[src/rtl/matrix_comm_pkg.sv]
// Shared types and helpers for the matrix-converter commutation controller.
package matrix_comm_pkg;

   typedef enum logic [2:0] {
      ST_IDLE,
      ST_STEADY,
      ST_STEP1,
      ST_STEP2,
      ST_STEP3,
      ST_STEP4,
      ST_FAULT
   } leg_state_e;

   localparam int unsigned SEL_NUL = 0;

   // Gate bit of (leg, input): forward device sits one above reverse.
   function automatic int unsigned sout_idx(input int unsigned leg, input int unsigned inp,
                                            input logic fwd, input int unsigned n_in);
      return (leg * n_in + inp) * 2 + (fwd ? 32'd1 : 32'd0);
   endfunction

endpackage

[src/rtl/matrix_comm_leg.sv]
// One output leg: current-sign-based four-step commutation FSM with step dwell counter.
module matrix_comm_leg
   import matrix_comm_pkg::*;
#(
   parameter int unsigned N_IN        = 3,
   parameter int unsigned SEL_W       = $clog2(N_IN + 1),
   parameter int unsigned STEP_CYCLES = 2
) (
   input  logic                clk,
   input  logic                rst,
   input  logic                start,
   input  logic                fault,
   input  logic                sign,
   input  logic [SEL_W-1:0]    sel,
   output logic [2*N_IN-1:0]   gates,
   output logic                busy
);

   localparam int unsigned      CNT_W = (STEP_CYCLES > 1) ? $clog2(STEP_CYCLES) : 1;
   localparam logic [SEL_W-1:0] NUL   = SEL_W'(SEL_NUL);

   leg_state_e          state_q, state_n;
   logic [SEL_W-1:0]    cur_q, cur_n, tgt_q, tgt_n, req;
   logic                sgn_q, sgn_n;
   logic [CNT_W-1:0]    cnt_q, cnt_n;
   logic [2*N_IN-1:0]   gates_n;
   logic                busy_n, step_done, sample, sel_ok;

   // Device mask for input s (1-based select); s = NUL or out of range gives zero.
   function automatic logic [2*N_IN-1:0] dev_mask(input logic [SEL_W-1:0] s,
                                                  input logic f, input logic r);
      logic [2*N_IN-1:0] m;
      m = '0;
      for (int unsigned i = 0; i < N_IN; i++) begin
         if (s == SEL_W'(i + 1)) begin
            m[sout_idx(0, i, 1'b1, N_IN)] = f;
            m[sout_idx(0, i, 1'b0, N_IN)] = r;
         end
      end
      return m;
   endfunction

   // Selections above N_IN are treated as NUL.
   always_comb begin
      sel_ok = 1'b0;
      for (int unsigned i = 0; i < N_IN; i++) begin
         if (sel == SEL_W'(i + 1)) sel_ok = 1'b1;
      end
      req = sel_ok ? sel : NUL;
   end

   // Next state; sgn picks the conducting device (p) kept on through the overlap.
   always_comb begin
      state_n   = state_q;
      cur_n     = cur_q;
      tgt_n     = tgt_q;
      sgn_n     = sgn_q;
      cnt_n     = cnt_q;
      gates_n   = gates;
      sample    = 1'b0;
      step_done = (cnt_q == CNT_W'(STEP_CYCLES - 1));

      if (fault || state_q == ST_FAULT) begin
         state_n = ST_FAULT;
         gates_n = '0;
         cnt_n   = '0;
      end else begin
         case (state_q)
            ST_IDLE: begin
               gates_n = '0;
               if (start) begin
                  state_n = ST_STEADY;
                  cur_n   = NUL;
               end
            end
            ST_STEADY: sample = 1'b1;
            ST_STEP1: begin
               if (step_done) begin
                  state_n = ST_STEP2;
                  cnt_n   = '0;
                  gates_n = gates | dev_mask(tgt_q, sgn_q, ~sgn_q);
               end else begin
                  cnt_n = cnt_q + CNT_W'(1);
               end
            end
            ST_STEP2: begin
               if (step_done) begin
                  state_n = ST_STEP3;
                  cnt_n   = '0;
                  gates_n = gates & ~dev_mask(cur_q, sgn_q, ~sgn_q);
               end else begin
                  cnt_n = cnt_q + CNT_W'(1);
               end
            end
            ST_STEP3: begin
               if (step_done) begin
                  state_n = ST_STEP4;
                  cnt_n   = '0;
                  gates_n = gates | dev_mask(tgt_q, ~sgn_q, sgn_q);
                  cur_n   = tgt_q;
               end else begin
                  cnt_n = cnt_q + CNT_W'(1);
               end
            end
            ST_STEP4: begin
               if (step_done) sample = 1'b1;
               else           cnt_n = cnt_q + CNT_W'(1);
            end
            default: begin
               state_n = ST_IDLE;
               gates_n = '0;
               cnt_n   = '0;
            end
         endcase

         // STEP4 doubles as the single-step dwell for NUL transitions.
         if (sample) begin
            state_n = ST_STEADY;
            cnt_n   = '0;
            if (req == cur_q) begin
               state_n = ST_STEADY;
            end else if (cur_q == NUL) begin
               gates_n = gates | dev_mask(req, 1'b1, 1'b1);
               cur_n   = req;
               state_n = ST_STEP4;
            end else if (req == NUL) begin
               gates_n = gates & ~dev_mask(cur_q, 1'b1, 1'b1);
               cur_n   = NUL;
               state_n = ST_STEP4;
            end else begin
               tgt_n   = req;
               sgn_n   = sign;
               gates_n = gates & ~dev_mask(cur_q, ~sign, sign);
               state_n = ST_STEP1;
            end
         end

         if (!start) begin
            state_n = ST_IDLE;
            gates_n = '0;
            cnt_n   = '0;
            cur_n   = NUL;
         end
      end

      busy_n = (state_n inside {ST_STEP1, ST_STEP2, ST_STEP3, ST_STEP4});
   end

   always_ff @(posedge clk or posedge rst) begin
      if (rst) begin
         state_q <= ST_IDLE;
         cur_q   <= NUL;
         tgt_q   <= NUL;
         sgn_q   <= 1'b0;
         cnt_q   <= '0;
         gates   <= '0;
         busy    <= 1'b0;
      end else begin
         state_q <= state_n;
         cur_q   <= cur_n;
         tgt_q   <= tgt_n;
         sgn_q   <= sgn_n;
         cnt_q   <= cnt_n;
         gates   <= gates_n;
         busy    <= busy_n;
      end
   end

endmodule

[src/rtl/matrix_commutator.sv]
// N_IN x N_OUT matrix-converter switch controller: per-leg commutation FSMs plus latched short fault.
module matrix_commutator
   import matrix_comm_pkg::*;
#(
   parameter int unsigned N_IN        = 3,
   parameter int unsigned N_OUT       = 3,
   parameter int unsigned SEL_W       = $clog2(N_IN + 1),
   parameter int unsigned STEP_CYCLES = 2
) (
   input  logic                      clk,
   input  logic                      rst,
   input  logic                      start,
   input  logic [N_IN-1:0]           shorts,
   input  logic [N_OUT-1:0]          CurrentSign,
   input  logic [N_OUT*SEL_W-1:0]    DesiredLoad,
   output logic [2*N_IN*N_OUT-1:0]   Sout,
   output logic [N_OUT-1:0]          busy,
   output logic                      short
);

   logic fault_c;

   // Fault reaches every leg on the same edge it is first seen, then stays latched.
   assign fault_c = (|shorts) | short;

   always_ff @(posedge clk or posedge rst) begin
      if (rst)          short <= 1'b0;
      else if (|shorts) short <= 1'b1;
   end

   for (genvar o = 0; o < N_OUT; o++) begin : g_leg
      localparam int unsigned BASE = sout_idx(o, 0, 1'b0, N_IN);
      localparam int unsigned FLD  = (N_OUT - 1 - o) * SEL_W;

      matrix_comm_leg #(
         .N_IN        (N_IN),
         .SEL_W       (SEL_W),
         .STEP_CYCLES (STEP_CYCLES)
      ) u_leg (
         .clk   (clk),
         .rst   (rst),
         .start (start),
         .fault (fault_c),
         .sign  (CurrentSign[o]),
         .sel   (DesiredLoad[FLD +: SEL_W]),
         .gates (Sout[BASE +: 2*N_IN]),
         .busy  (busy[o])
      );
   end

endmodule
[config.mk]
export PLATFORM = sky130hd
export DESIGN_NAME = matrix_commutator
export DESIGN_NICKNAME = d
export VERILOG_FILES = /design/src/rtl/matrix_comm_pkg.sv /design/src/rtl/matrix_comm_leg.sv /design/src/rtl/matrix_commutator.sv
export SDC_FILE = /design/constraint.sdc
export NUM_CORES = 1
export LEC_CHECK = 0
export CORE_MARGIN = 2
export CORE_UTILIZATION = 40
export CTS_BUF_LIST = sky130_fd_sc_hd__clkbuf_8
export DETAILED_ROUTE_END_ITERATION = 10
export GPL_TIMING_DRIVEN = 0
export HOLD_SLACK_MARGIN = 0.08
export PLACE_DENSITY = 0.69
export SETUP_SLACK_MARGIN = 0.3
export SYNTH_ARGS = -nofsm -noshare
export SYNTH_HDL_FRONTEND = slang
export SYNTH_SLANG_ARGS = --single-unit
[constraint.sdc]
create_clock -name clk -period 1.9 [get_ports clk]
set_input_delay 0.38 -clock clk [delete_from_list [all_inputs] [get_ports clk]]
set_output_delay 0.38 -clock clk [all_outputs]
set_load 0.1 [all_outputs]
Word level (Yosys, flattened, before mapping)
Index checks and enable logic that the tools add are counted.

Add/subtract/negate cells: 3. Equality and inequality tests: 72. Muxes and demuxes: 381. Bitwise logic cells: 46. Reduce and logical (&&, ||, !) cells: 28.

Operators with widths (number): 2-bit two-way mux (282); 6-bit two-way mux (27); 3-bit two-way mux (27); 6-bit one-hot mux with 4 select lines (3); 6-bit AND (9); 6-bit NOT (9); 6-bit bitwise OR (9); 2-bit equality test, second input constant (24); 3-bit equality test, second input constant (15); 3-bit one-hot mux with 5 select lines (3); 3-bit by 2-bit equality test with 1-bit output, second input constant (12); 1-bit two-way mux (30); 2-bit by 1-bit equality test with 1-bit output, second input constant (12); 1-bit NOT (18); 5-bit AND reduction (3); 2-bit logical NOT (6); 4-bit by 2-bit != test with 1-bit output, second input constant (3); 2-bit one-hot mux with 2 select lines (3); 4-bit nonzero test (3); 2-bit OR reduction (6); 3-bit OR reduction (4); 3-bit by 1-bit equality test with 1-bit output, second input constant (3); 3-bit logical NOT (3); 1-bit one-hot mux with 3 select lines (3); other kinds (5) (13).

Flip-flop bits (word level): 49. Output and inout bits: 22. Logic and storage cells: 552.

Logic depth before layout (Yosys ltp)
Gate-level depths: netlist of run 1.

Depth in word-level cells: 19. Gate-level depth with buffers: 7.

Hierarchy
Synthesis of run 1 repeated with hierarchy kept, for this count alone.

Cell total of the unflattened synthesis: 423. Area total of the unflattened synthesis: 3578.4 um2.

Modules (own cells, without submodules): matrix_comm_leg (g_leg[0].u_leg ...) (times used 2, cells each 146, area each 1208.7 um2, sequential area each 400.4 um2); matrix_comm_leg (g_leg[2].u_leg) (times used 1, cells each 127, area each 1117.3 um2, sequential area each 400.4 um2); matrix_commutator (times used 1, cells each 4, area each 43.8 um2, sequential area each 25.0 um2).

Least setup slack after synthesis of run 1
OpenSTA, ideal clock, no wires.

Kind: flip-flop to flip-flop. From: reg short. To: reg g_leg[0].u_leg.cur_q[1]. Arrival: 1.933 ns. Required time: 1.769 ns. Path slack: -0.164 ns. Cell stages (with the launch flop): 6. Path buffers: 0. Path through: dfrtp_1 -> nor4_4 -> o21ai_0 -> a221o_1 -> a22oi_1 -> o21ai_0.

Longest elaborated chain between the ends: 2.

RTL lines: start: declaration (RTL line matrix_commutator.sv:18) `output logic short`; start signal: assignment (RTL line matrix_commutator.sv:27) `if (rst) short <= 1'b0;`; start signal: assignment (RTL line matrix_commutator.sv:28) `else if (|shorts) short <= 1'b1;`; 1-bit bitwise OR (RTL line matrix_commutator.sv:24) `assign fault_c = (|shorts) | short;`; 1-bit logical OR (RTL line matrix_comm_leg.sv:63) `if (fault || state_q == ST_FAULT) begin`; end signal: assignment (RTL line matrix_comm_leg.sv:160) `cur_q <= cur_n;`; end: declaration (RTL line matrix_comm_leg.sv:23) `logic [SEL_W-1:0] cur_q, cur_n, tgt_q, tgt_n, req;`.

No other way between the ends. A chain may end at the register's enable or synchronous reset.

Worst setup path after layout of run 1
From: reg g_leg[2].u_leg.state_q[2]. To: reg g_leg[2].u_leg.cur_q[0].

Longest elaborated chain between the ends: 7. Elaborated cells between the ends (all ways): 14.

RTL lines: start: declaration (RTL line matrix_comm_leg.sv:22) `leg_state_e state_q, state_n;`; start signal: assignment (RTL line matrix_comm_leg.sv:159) `state_q <= state_n;`; 3-bit equality test or 3-bit logical NOT (tied branches) (RTL line matrix_comm_leg.sv:68) `case (state_q)`; 2-bit one-hot mux with 2 select lines (RTL line matrix_comm_leg.sv:68); 2-bit two-way mux (RTL line matrix_comm_leg.sv:126) `end else if (req == NUL) begin`; 2-bit two-way mux (RTL line matrix_comm_leg.sv:122) `end else if (cur_q == NUL) begin`; 2-bit two-way mux (RTL line matrix_comm_leg.sv:120) `if (req == cur_q) begin`; 2-bit two-way mux (RTL line matrix_comm_leg.sv:117) `if (sample) begin`; 2-bit two-way mux (RTL line matrix_comm_leg.sv:138) `if (!start) begin`; end signal: assignment (RTL line matrix_comm_leg.sv:160); end: declaration (RTL line matrix_comm_leg.sv:23).

Several ways; a longest one is shown, not always the timed one. The select of a mux whose other input is x is not followed.

==> flow_summary.yaml, run 1 <==
outcome:
  status: "complete, no violations"
critical_path:
  path_class: "register to register"
  slowest_stage: "or4b_1"
  r2r-start: "g_leg[2].u_leg.state_q[2]$_DFF_PP0_"
  r2r_slack_ns: 0.18
  cp-endpoint: "g_leg[2].u_leg.cur_q[0]$_DFFE_PP0P_"
  path_depth: 5
  ff2ff_path_depth: 5
  arrival_ns: 1.96
  start_kind: "register"
  crit_buf_inv: 0
  critPathRequiredTime_ns: 2.14
  cp_cell_sequence: "nor2b_4 > or3_4 > or4b_1 > and3_1 > o22ai_2"
  worstSetupStartpoint: "g_leg[2].u_leg.state_q[2]$_DFF_PP0_"
  r2r_end: "g_leg[2].u_leg.cur_q[0]$_DFFE_PP0P_"
  cpPeakStageDelay_ns: 0.46
  worstPathMaxFanout: 3
  critPathTopFamily: "simple AND/OR/NAND/NOR gates"
  worstSetupEndpointType: "register"
logic_synthesis:
  synth.cell_area_um2: 4009
  synthesis.nets: 536
  synthCells: 521
  synth-edff-count: 0
  synth-seq-area-share_pct: 30.59
  synthDominantCellAreaShare_pct: 30.59
  synth_largest_area_cell: "dfrtp_1"
  synthFlopType: "dfrtp_1"
  yosysWarnings: 0
  ys_types: 62
  ys_ff_latch: 49
  ys_async_sr_fraction_pct: 100.0
  synth_area_leaders: "dfrtp_1, o21ai_0, nor2_1, nand2_1, a21oi_1"
  avgSynthCellArea_um2: 7.695
route:
  wl_met2_um: 6489
  postRouteAntennaNets: 0
  avgViaCountPerCell: 6.158
  drc: 0
  drt-pass1-iter-count: 5
  drt_wl_total_um: 13420
  dr_wl_met3_um: 1007
  drt_iter0_drc: 361
  vias: 4526
  wl_met1_um: 5654
  highest_layer: "met4"
  wire_per_inst_um: 18.26
sta:
  worstMarginPinSlew_ns: 0.5608
  hold_ws_ns: 0.3786
  rsz0062_at_grt: "true"
  setup_tns_ns: 0
  finClkSkew_ns: 0.006760
  fmax_mhz: 582.2
  relSlewSlack_pct: 62.47
  finalSetupViolCount: 0
  finalCriticalPeriod_ns: 1.717
  maxSlewViolCount: 0
  period_share_pct: 90.39
  finalHoldViolations: 0
grt:
  grt_max_degree: 33
  antenna_found_initial: 0
  grt_pass1_vias: 4054
  gr-total-overflow: 0
  grtUsageTotal_pct: 22.79
  grt_pass1_wl_um: 20330
floorplanning:
  die_h_um: 104.1
  fp.dieW_um: 104.1
  ioPinCount: 37
  dieArea_um2: 10840
  placementRows: 36
  start_util_pct: 41.20
  core_um2: 9729
final_layout:
  multiInputGateArea_um2: 2987
  n_antenna_cell: 0
  area_growth_pct: 36.05
  nets: 616
  seqCellArea_um2: 1235
  drive_gt1_share_pct: 34.39
  fillers: 895
  design_area_um2: 5454
pwr:
  p_per_area_nw_per_um2: 369.4
  p_leak_nw: 2.253
  ir_drop_mv: 0.2194
run:
  cap_violations: 0
place:
  gp_congestion: 1.002
  place_area_um2: 4551
  io_buffers: 32
  dp_hpwl_um: 8667
cts:
  cts_root_buf: "clkbuf_8"
  hold_buffers: 0
  cts_sinks: 49
  clkTransAtPathRegs_ns: 0.10
  ctsHtreeMaxLevel: 2
  clk_latency_ns: 0.31
  cts_tree: "done"
  numCtsBuffers: 5
  cts.path.max_buffers: 2
hold_path:
  holdCritPathClass: "input port to async pin"
cells in the final DEF (no fill, tap or decap), types with 6 or more instances in the layout:
| cell type | n |
|---|---|
| clkbuf_4 | 15 |
| nand2b_1 | 10 |
| o211ai_1 | 6 |
| nor2_4 | 7 |
| a21oi_1 | 30 |
| buf_4 | 46 |
| o22ai_1 | 8 |
| mux2_2 | 9 |
| dfrtp_1 | 44 |
| a22oi_1 | 7 |
| nand2_1 | 49 |
| buf_6 | 10 |
| nor2_1 | 47 |
| nor3b_1 | 6 |
| o21ai_0 | 43 |
| xnor2_2 | 6 |
| nor3_1 | 6 |
| nand3_1 | 7 |
| nand4_1 | 7 |
| nor2b_1 | 14 |
| a31oi_1 | 10 |
| clkbuf_2 | 11 |
| clkbuf_8 | 6 |
| inv_1 | 8 |
| buf_2 | 17 |
state kept, by name (all words and copies together) (netlist names):
register / flops
short: 1
g_leg.u_leg.busy: 3
g_leg.u_leg.tgt_q: 6
g_leg.u_leg.state_q: 9
g_leg.u_leg.cur_q: 6
g_leg.u_leg.cnt_q: 3
g_leg.u_leg.sgn_q: 3
g_leg.u_leg.gates: 18
worst min-delay path by stage:
| stage | cells past startpoint | endpoint | from |
|---|---|---|---|
| after floorplan | 2 | g_leg[2].u_leg.state_q[2]$_DFF_PP0_ | shorts[1] |
| after detailed placement | 1 | g_leg[2].u_leg.tgt_q[1]$_DFFE_PP0P_ | g_leg[2].u_leg.tgt_q[1]$_DFFE_PP0P_ |
| after CTS | 2 | g_leg[2].u_leg.gates[4]$_DFF_PP0_ | rst |
| after global placement | 1 | g_leg[2].u_leg.tgt_q[1]$_DFFE_PP0P_ | g_leg[2].u_leg.tgt_q[1]$_DFFE_PP0P_ |
| final | 2 | g_leg[2].u_leg.gates[4]$_DFF_PP0_ | rst |
| after global routing | 2 | g_leg[2].u_leg.gates[4]$_DFF_PP0_ | rst |
metrics by stage:
step | std cells | worst slack, ns | total power, mW | util (%)
2_1_floorplan | 521 | 0.09147 | 1.165 | -
3_3_place_gp | 686 | -0.9709 | 1.225 | 46.57
3_5_place_dp | 687 | -0.6154 | 1.233 | 46.77
4_1_cts | 714 | 0.1507 | 2.013 | 50.45
5_1_grt | 735 | 0.1437 | 2.106 | 56.06
6_report | 735 | 0.1825 | 2.015 | 56.06
cells in the mapped netlist (3+ instances only):
library cell  number
nand4_1            7
a22oi_1            8
dfrtp_1           49
or4b_1             3
xnor2_1           10
nor3b_1            8
o2bb2ai_1          5
and2_1             4
nor2b_1           21
xor2_1             7
a32o_1             4
a31oi_1           10
o31ai_1            3
nand3_1            9
o21a_1             3
a41oi_1            5
o311ai_0           5
nand2b_1          13
a211oi_1           4
o221ai_1           4
and3_1             6
o211ai_1           6
a22o_1             5
clkbuf_1          36
nor3_1             9
mux2_2             9
and4b_1            3
nor2_1            56
a21oi_1           32
buf_4              5
nand2_1           55
o21ai_0           50
inv_1             14
a21o_1             4
a221o_1            3
o22ai_1           10
area by class of cell:
| type | count | share of cell area [%] |
|---|---|---|
| Buffer | 44 | 5.575 |
| Clock buffer | 5 | 1.262 |
| Clock inverter | 3 | 0.7800 |
| Inverter | 15 | 1.216 |
| Multi-Input combinational cell | 413 | 54.76 |
| Sequential cell | 49 | 22.64 |
| Tap cell | 133 | 3.051 |
| Timing Repair Buffer | 73 | 10.71 |
layer usage:
layer / track usage [%] / vias up
li1: - / 2066
met2: 37.22 / 244
met4: 7.143 / 0
met3: 3.885 / 33
met1: 30.82 / 2183
met5: 0 / -
power breakdown:
part / internal (mW) / total [mW] / switching, mW
combinational: 0.0703 / 0.196 / 0.126
sequential: 1.04 / 1.05 / 0.00195
clock: 0.391 / 0.772 / 0.381
logic make-up after synthesis:
group	after synthesis	synth area share (%)
buf+inv	59	6.055
simple gates	206	26.72
flops	49	30.59
xor+xnor	17	3.714
mux	11	3.028
compound gates	179	29.90
repair_timing:
item | CTS | global route
buffers inserted | 19 | 21
gates resized for setup | 185 | 141
cloned | 0 | 0
hold endpoints to repair | 0 | 0
pin swaps | 10 | 23
setup endpoints to repair | 70 | 48
Power figures use the tool's default switching activity.
==> run 2, diff against run 1 <==
--- a/config.mk
+++ b/config.mk
@@ -11,7 +11,7 @@
 export DETAILED_ROUTE_END_ITERATION = 10
 export GPL_TIMING_DRIVEN = 0
 export HOLD_SLACK_MARGIN = 0.08
-export PLACE_DENSITY = 0.69
+export PLACE_DENSITY = 0.61
 export SETUP_SLACK_MARGIN = 0.3
 export SYNTH_ARGS = -nofsm -noshare
 export SYNTH_HDL_FRONTEND = slang
==> run 2 against run 1 <==
Non-clock buffer count up 2; routed wire length decreased by 1.5%; final cell count grew 0.27%; maximum frequency is 0.96% higher; combinational power fell by 2%; critical path depth unchanged; clock-buffer cell count increased by 1.
==> flow_summary.yaml, run 2 (synthesis gave the netlist of run 1 again) <==
pwr:
  p_clk_share_pct: 39.5
  pwr-share-seq_pct: 51.1
  p_comb_share_pct: 9.4
  ir_drop_mv: 0.2643
  netSwitchingFraction_pct: 24.77
  p_sw_uw: 507.1
  internal-power_mw: 1.540
  p_leak_nw: 2.230
  p_total_mw: 2.047
  p_per_area_nw_per_um2: 377.9
sta:
  finalHoldViolations: 0
  relSlewSlack_pct: 64.00
  finalCriticalPeriod_ns: 1.701
  worstMarginPinSlew_ns: 0.5379
  setup_tns_ns: 0
  rsz0062_at_grt: "true"
  finClkSkew_ns: 0.007152
  hold_ws_ns: 0.3819
  period_share_pct: 89.53
  fmax_mhz: 587.8
  maxSlewViolCount: 0
  finalSetupViolCount: 0
route:
  drt_iter0_drc: 345
  postRouteAntennaNets: 0
  drc: 0
  wire_per_inst_um: 17.94
  avgViaCountPerCell: 6.098
  drt-pass1-iter-count: 5
  drt_wl_total_um: 13220
  vias: 4494
floorplanning:
  dieArea_um2: 10840
  start_util_pct: 41.20
  die_h_um: 104.1
  core_um2: 9729
  placementRows: 36
  fp.dieW_um: 104.1
  ioPinCount: 37
grt:
  grtUsageTotal_pct: 23.32
  grt_pass1_wl_um: 21050
  grt_max_degree: 33
  gr-total-overflow: 0
  grt_pass1_vias: 4181
  antenna_found_initial: 0
critical_path:
  path_class: "register to register"
  r2r_slack_ns: 0.20
  cp_cell_sequence: "and3_4 > or4b_4 > a32o_1 > a22oi_1 > nor2_1"
  critPathTopFamily: "simple AND/OR/NAND/NOR gates"
  slowest_stage: "dfrtp_2"
  critPathRequiredTime_ns: 2.10
  worstPathMaxFanout: 5
  cpPeakStageDelay_ns: 0.46
  worstSetupEndpointType: "register"
  start_kind: "register"
  r2r-start: "g_leg[2].u_leg.cnt_q$_DFFE_PP0P_"
  r2r_end: "g_leg[2].u_leg.gates[0]$_DFF_PP0_"
  crit_buf_inv: 0
  ff2ff_path_depth: 5
  arrival_ns: 1.90
cts:
  cts.path.max_buffers: 2
  cts_sinks: 49
  clkTransAtPathRegs_ns: 0.10
  clk_latency_ns: 0.31
  hold_buffers: 0
  cts_tree: "done"
  cts_root_buf: "clkbuf_8"
  numCtsBuffers: 5
  ctsHtreeMaxLevel: 2
final_layout:
  drive_gt1_share_pct: 32.62
  area_growth_pct: 35.11
  largest_reg_flops: 18
  n_antenna_cell: 0
  regMostFlops: "g_leg.u_leg.gates"
  layout_commonest_cell: "nor2_1"
  nets: 618
  layout_common_cells: "nor2_1, nand2_1, buf_4, dfrtp_1, o21ai_0"
  reg.largest.list: "g_leg.u_leg.gates x18, g_leg.u_leg.state_q x9"
hold_path:
  holdCritPathClass: "input port to async pin"
run:
  cap_violations: 0
place:
  gp_congestion: 0.9561
  dp_hpwl_um: 8664
  io_buffers: 32
outcome:
  status: "complete, no violations"
## run 2: cell types whose count changed in the layout (fill, tap and decap cells not counted), sizes merged
cell,delta
buf,+6
clkbuf,-3
clkinv,-1
clkinvlp,+1
inv,-1
## run 2: power groups by stage
stage                     Combinational [mW]  Sequential (mW)  Clock [mW]
after global placement                 0.161             1.07           0
after detailed placement               0.167             1.07           0
final                                  0.192             1.05       0.809
after CTS                              0.174             1.05       0.837
after floorplan                       0.0992             1.07           0
after global routing                   0.211             1.05       0.863
## run 2: routing by layer
layer | up-vias | part of all wire (%) | track usage, %
li1 | 2066 | - | -
met1 | 2154 | 44 | 32.82
met2 | 230 | 46 | 35.76
met3 | 44 | 7.7 | 3.947
met4 | 0 | 2.7 | 8.977
met5 | - | 0 | 0
## run 2: worst register-to-register path, cell delays in order, from the launching register on
cell and delay [ns]:
dfrtp_2 0.46, and3_4 0.22, or4b_4 0.45, a32o_1 0.24, a22oi_1 0.17, nor2_1 0.06
## run 2: what timing repair did
action	4_1_cts	5_1_grt
setup endpoints to repair	70	47
pin swaps	12	19
endpoints found under the hold margin	0	0
buffers inserted	23	19
resized for setup	183	125
## run 2: through the flow
stage	cells	instance area [um2]	setup WS (ns)	utilization (%)
finish	737	5416	0.1989	55.67
global route	737	5416	0.1605	55.67
CTS	718	4917	0.1749	50.54
detailed placement	687	4551	-0.7329	46.77
global placement	686	4531	-1.005	46.57
floorplan	521	4044	0.09147	-
## run 2: worst max path at each step
stage                                                   start                                  end  slack (ns)  depth (start not counted)
final                        g_leg[2].u_leg.cnt_q$_DFFE_PP0P_    g_leg[2].u_leg.gates[0]$_DFF_PP0_        0.20                          5
after detailed placement                            shorts[1]  g_leg[0].u_leg.cur_q[1]$_DFFE_PP0P_       -0.73                          6
after floorplan                             short$_DFFE_PP0P_  g_leg[0].u_leg.cur_q[1]$_DFFE_PP0P_        0.09                          5
after global routing      g_leg[2].u_leg.state_q[2]$_DFF_PP0_    g_leg[2].u_leg.gates[2]$_DFF_PP0_        0.16                          7
after CTS                   g_leg[1].u_leg.gates[3]$_DFF_PP0_                              Sout[9]        0.17                          1
after global placement                                    rst                    short$_DFFE_PP0P_       -1.00                          2
## run 2: final cells by class
class	instances	area (um2)
fillers	888	4313
multi-input cells	413	2943
flip-flops and latches	49	1234
repair buffers	75	576.8
plain buffers	44	307.8
well taps	133	166.4
clock buffers	6	82.58
inverters	15	72.57
clock inverters	2	33.78
==> run 3, diff against run 2 <==
--- a/config.mk
+++ b/config.mk
@@ -11,8 +11,9 @@
 export DETAILED_ROUTE_END_ITERATION = 10
 export GPL_TIMING_DRIVEN = 0
 export HOLD_SLACK_MARGIN = 0.08
-export PLACE_DENSITY = 0.61
+export PLACE_DENSITY = 0.62
 export SETUP_SLACK_MARGIN = 0.3
 export SYNTH_ARGS = -nofsm -noshare
 export SYNTH_HDL_FRONTEND = slang
+export SYNTH_HIERARCHICAL = 1
 export SYNTH_SLANG_ARGS = --single-unit
==> run 3 against run 2 <==
The run now ends with negative setup slack left; register-to-register slack got worse by 0.23 ns; worst setup slack worse by 0.23 ns; clock-buffer cell count did not move; global-route usage is 2.6 points lower; synthesized cell count fell by 19%; clock skew rose by 0.0014 ns; final area fell by 17%; total power is 9.9% lower.
==> flow_summary.yaml, run 3 <==
run:
  cap_violations: 0
pwr:
  ir_drop_mv: 0.2494
  p_per_area_nw_per_um2: 411.9
  p_total_mw: 1.844
  p_leak_nw: 1.782
sta:
  rsz0062_at_grt: "true"
  maxSlewViolCount: 0
  period_share_pct: 101.8
  relSlewSlack_pct: 55.22
  fmax_mhz: 517.2
  final.setup.worst_slack_ns: -0.03365
  worstMarginPinSlew_ns: 0.6710
  finalCriticalPeriod_ns: 1.934
  finClkSkew_ns: 0.008533
  finalHoldViolations: 0
  finalSetupViolCount: 16
  setup_tns_ns: -0.2409
floorplanning:
  core_um2: 8678
  ioPinCount: 37
  placementRows: 34
  start_util_pct: 41.23
  fp.dieW_um: 98.59
  dieArea_um2: 9719
  die_h_um: 98.59
logic_synthesis:
  yosys.area_share.simple_pct: 20.45
  synth_top_cells_by_count: "dfrtp_1, nand2_1, nor2_1, o21ai_0, o22ai_1"
  synthesis.nets: 438
  synth_xor_area_share_pct: 4.091
  synthFlopType: "dfrtp_1"
  synth_most_common_cell: "dfrtp_1"
  synthCells: 423
  ys_ff_latch: 49
  yosysWarnings: 6
  synth_compound_area_share_pct: 30.45
  synth-edff-count: 0
  synth-seq-area-share_pct: 34.27
  ys_types: 53
  ys_async_sr_fraction_pct: 100.0
  synth-adder-area-share_pct: 0
  avgSynthCellArea_um2: 8.460
  synthDominantCellAreaShare_pct: 34.27
  synthMuxAreaShare_pct: 5.629
  synth.cell_area_um2: 3578
  synth_largest_area_cell: "dfrtp_1"
  synth_top_family_by_area: "compound AO/OA/AOI/OAI gates"
  synth_area_leaders: "dfrtp_1, o22ai_1, nand2_1, o21ai_0, a21oi_1"
critical_path:
  start_kind: "register"
  cp_cell_sequence: "or4_4 > a31oi_4 > and2_4 > o311ai_4 > o22ai_1"
  arrival_ns: 2.15
  worstSetupEndpointType: "register"
  crit_buf_inv: 0
  cpPeakStageDelay_ns: 0.53
  path_class: "register to register"
  critPathTopFamily: "simple AND/OR/NAND/NOR gates"
  slowest_stage: "or4_4"
  r2r_slack_ns: -0.03
  worstPathMaxFanout: 6
  critPathRequiredTime_ns: 2.12
cts:
  ctsHtreeMaxLevel: 2
  clkTransAtPathRegs_ns: 0.09
  cts.path.max_buffers: 2
  cts_tree: "done"
  cts_sinks: 49
  cts_root_buf: "clkbuf_8"
  clk_latency_ns: 0.30
  numCtsBuffers: 5
route:
  wl_met1_um: 4677
  drt_iter0_drc: 169
  highest_layer: "met4"
  drt-pass1-iter-count: 5
  dr_wl_met3_um: 445
  drt_wl_total_um: 10190
  postRouteAntennaNets: 0
  wire_per_inst_um: 17.39
  vias: 3598
  drc: 0
  avgViaCountPerCell: 6.140
  wl_met2_um: 4942
outcome:
  status: "complete, but fails checks"
  violations: "negative setup slack"
final_layout:
  layout_common_cells: "dfrtp_1, nand2_1, buf_2"
  n_antenna_cell: 0
  drive_gt1_share_pct: 25.73
  seqCellArea_um2: 1230
  fillers: 837
  largest_reg_flops: 18
  area_growth_pct: 25.10
  multiInputGateArea_um2: 2452
  regMostFlops: "g_leg.u_leg/gates"
  reg.largest.list: "g_leg.u_leg/gates x18, g_leg.u_leg/state_q x9"
  layout_commonest_cell: "dfrtp_1"
  nets: 492
grt:
  grtUsageTotal_pct: 20.67
  grt_max_degree: 17
  grt_pass1_vias: 3403
  grt_pass1_wl_um: 16730
  antenna_found_initial: 0
  gr-total-overflow: 0
place:
  io_buffers: 31
  dp_slack_ns: -0.6592
  gp_congestion: 0.9586
  dp_hpwl_um: 7067
hold_path:
  holdCritPathClass: "input port to async pin"
[run 3: cell count changes in the layout (fill, tap and decap cells not counted), sizes merged, moves of 15 or more]
cell and delta:
buf -31, nor2 -25, o22ai +18, o21ai -17, clkbuf -15
[run 3: worst reg2reg max path: cells and delay by family (launching register included)]
| kind | cells | cell delay (ns) |
|---|---|---|
| AO/OA/AOI/OAI | 3 | 0.61 |
| flip-flops | 1 | 0.48 |
| AND/OR/NAND/NOR | 2 | 0.76 |
[run 3: worst paths after layout]
path	start	end	cells past startpoint
worst max-delay path	short$_DFFE_PP0P_	g_leg[1].u_leg/gates[3]$_DFF_PP0_	5
worst min-delay path	rst	short$_DFFE_PP0P_	2
worst max register to register	short$_DFFE_PP0P_	g_leg[1].u_leg/gates[3]$_DFF_PP0_	5
worst min register to register	g_leg[2].u_leg/tgt_q[0]$_DFFE_PP0P_	g_leg[2].u_leg/tgt_q[0]$_DFFE_PP0P_	1
max in group asynchronous	rst	g_leg[1].u_leg/state_q[2]$_DFF_PP0_	2
min in group clk	DesiredLoad[2]	g_leg[1].u_leg/tgt_q[0]$_DFFE_PP0P_	2
[run 3: cell families (layout without fill, tap and decap cells)]
kind of cell / Yosys count / count (layout)
XOR/XNOR: 15 / 15
AO/OA/AOI/OAI: 156 / 156
flip-flops: 49 / 49
buffers and inverters: 42 / 97
multiplexers: 19 / 19
AND/OR/NAND/NOR: 142 / 142
[run 3: metal layers]
| metal | vias to the layer above | GRT usage (%) |
|---|---|---|
| met4 | 0 | 5.479 |
| li1 | 1707 | - |
| met5 | - | 0 |
| met1 | 1785 | 28.96 |
| met2 | 92 | 33.59 |
| met3 | 14 | 3.121 |
[run 3: where the power goes]
group / internal [mW] / switching, mW
sequential: 1.05 / 0.00417
combinational: 0.0569 / 0.112
clock: 0.287 / 0.338
[run 3: stage by stage]
step	hold slack, ns	util (%)	area [um2]	instances
after floorplan	0.1088	-	3598	423
after CTS	0.3548	49.88	4329	581
after global routing	0.3574	51.59	4477	586
after global placement	0.5471	46.60	4044	562
after detailed placement	0.5731	46.60	4044	562
final	0.3589	51.59	4477	586
[run 3: final cells by class]
type | instances | share of cell area (%)
clock inverters | 2 | 0.1677
repair buffers | 47 | 8.273
plain buffers | 28 | 3.270
clock buffers | 6 | 1.845
well taps | 108 | 3.018
flip-flops and latches | 49 | 27.47
multi-input cells | 332 | 54.78
inverters | 14 | 1.174
[run 3: what timing repair did]
item | 4_1_cts | 5_1_grt
hold endpoints to repair | 0 | 0
hold buffers | 0 | 0
buffers inserted | 11 | 5
pin swaps | 15 | 4
gates resized for setup | 152 | 35
endpoints found under the setup margin | 68 | 48
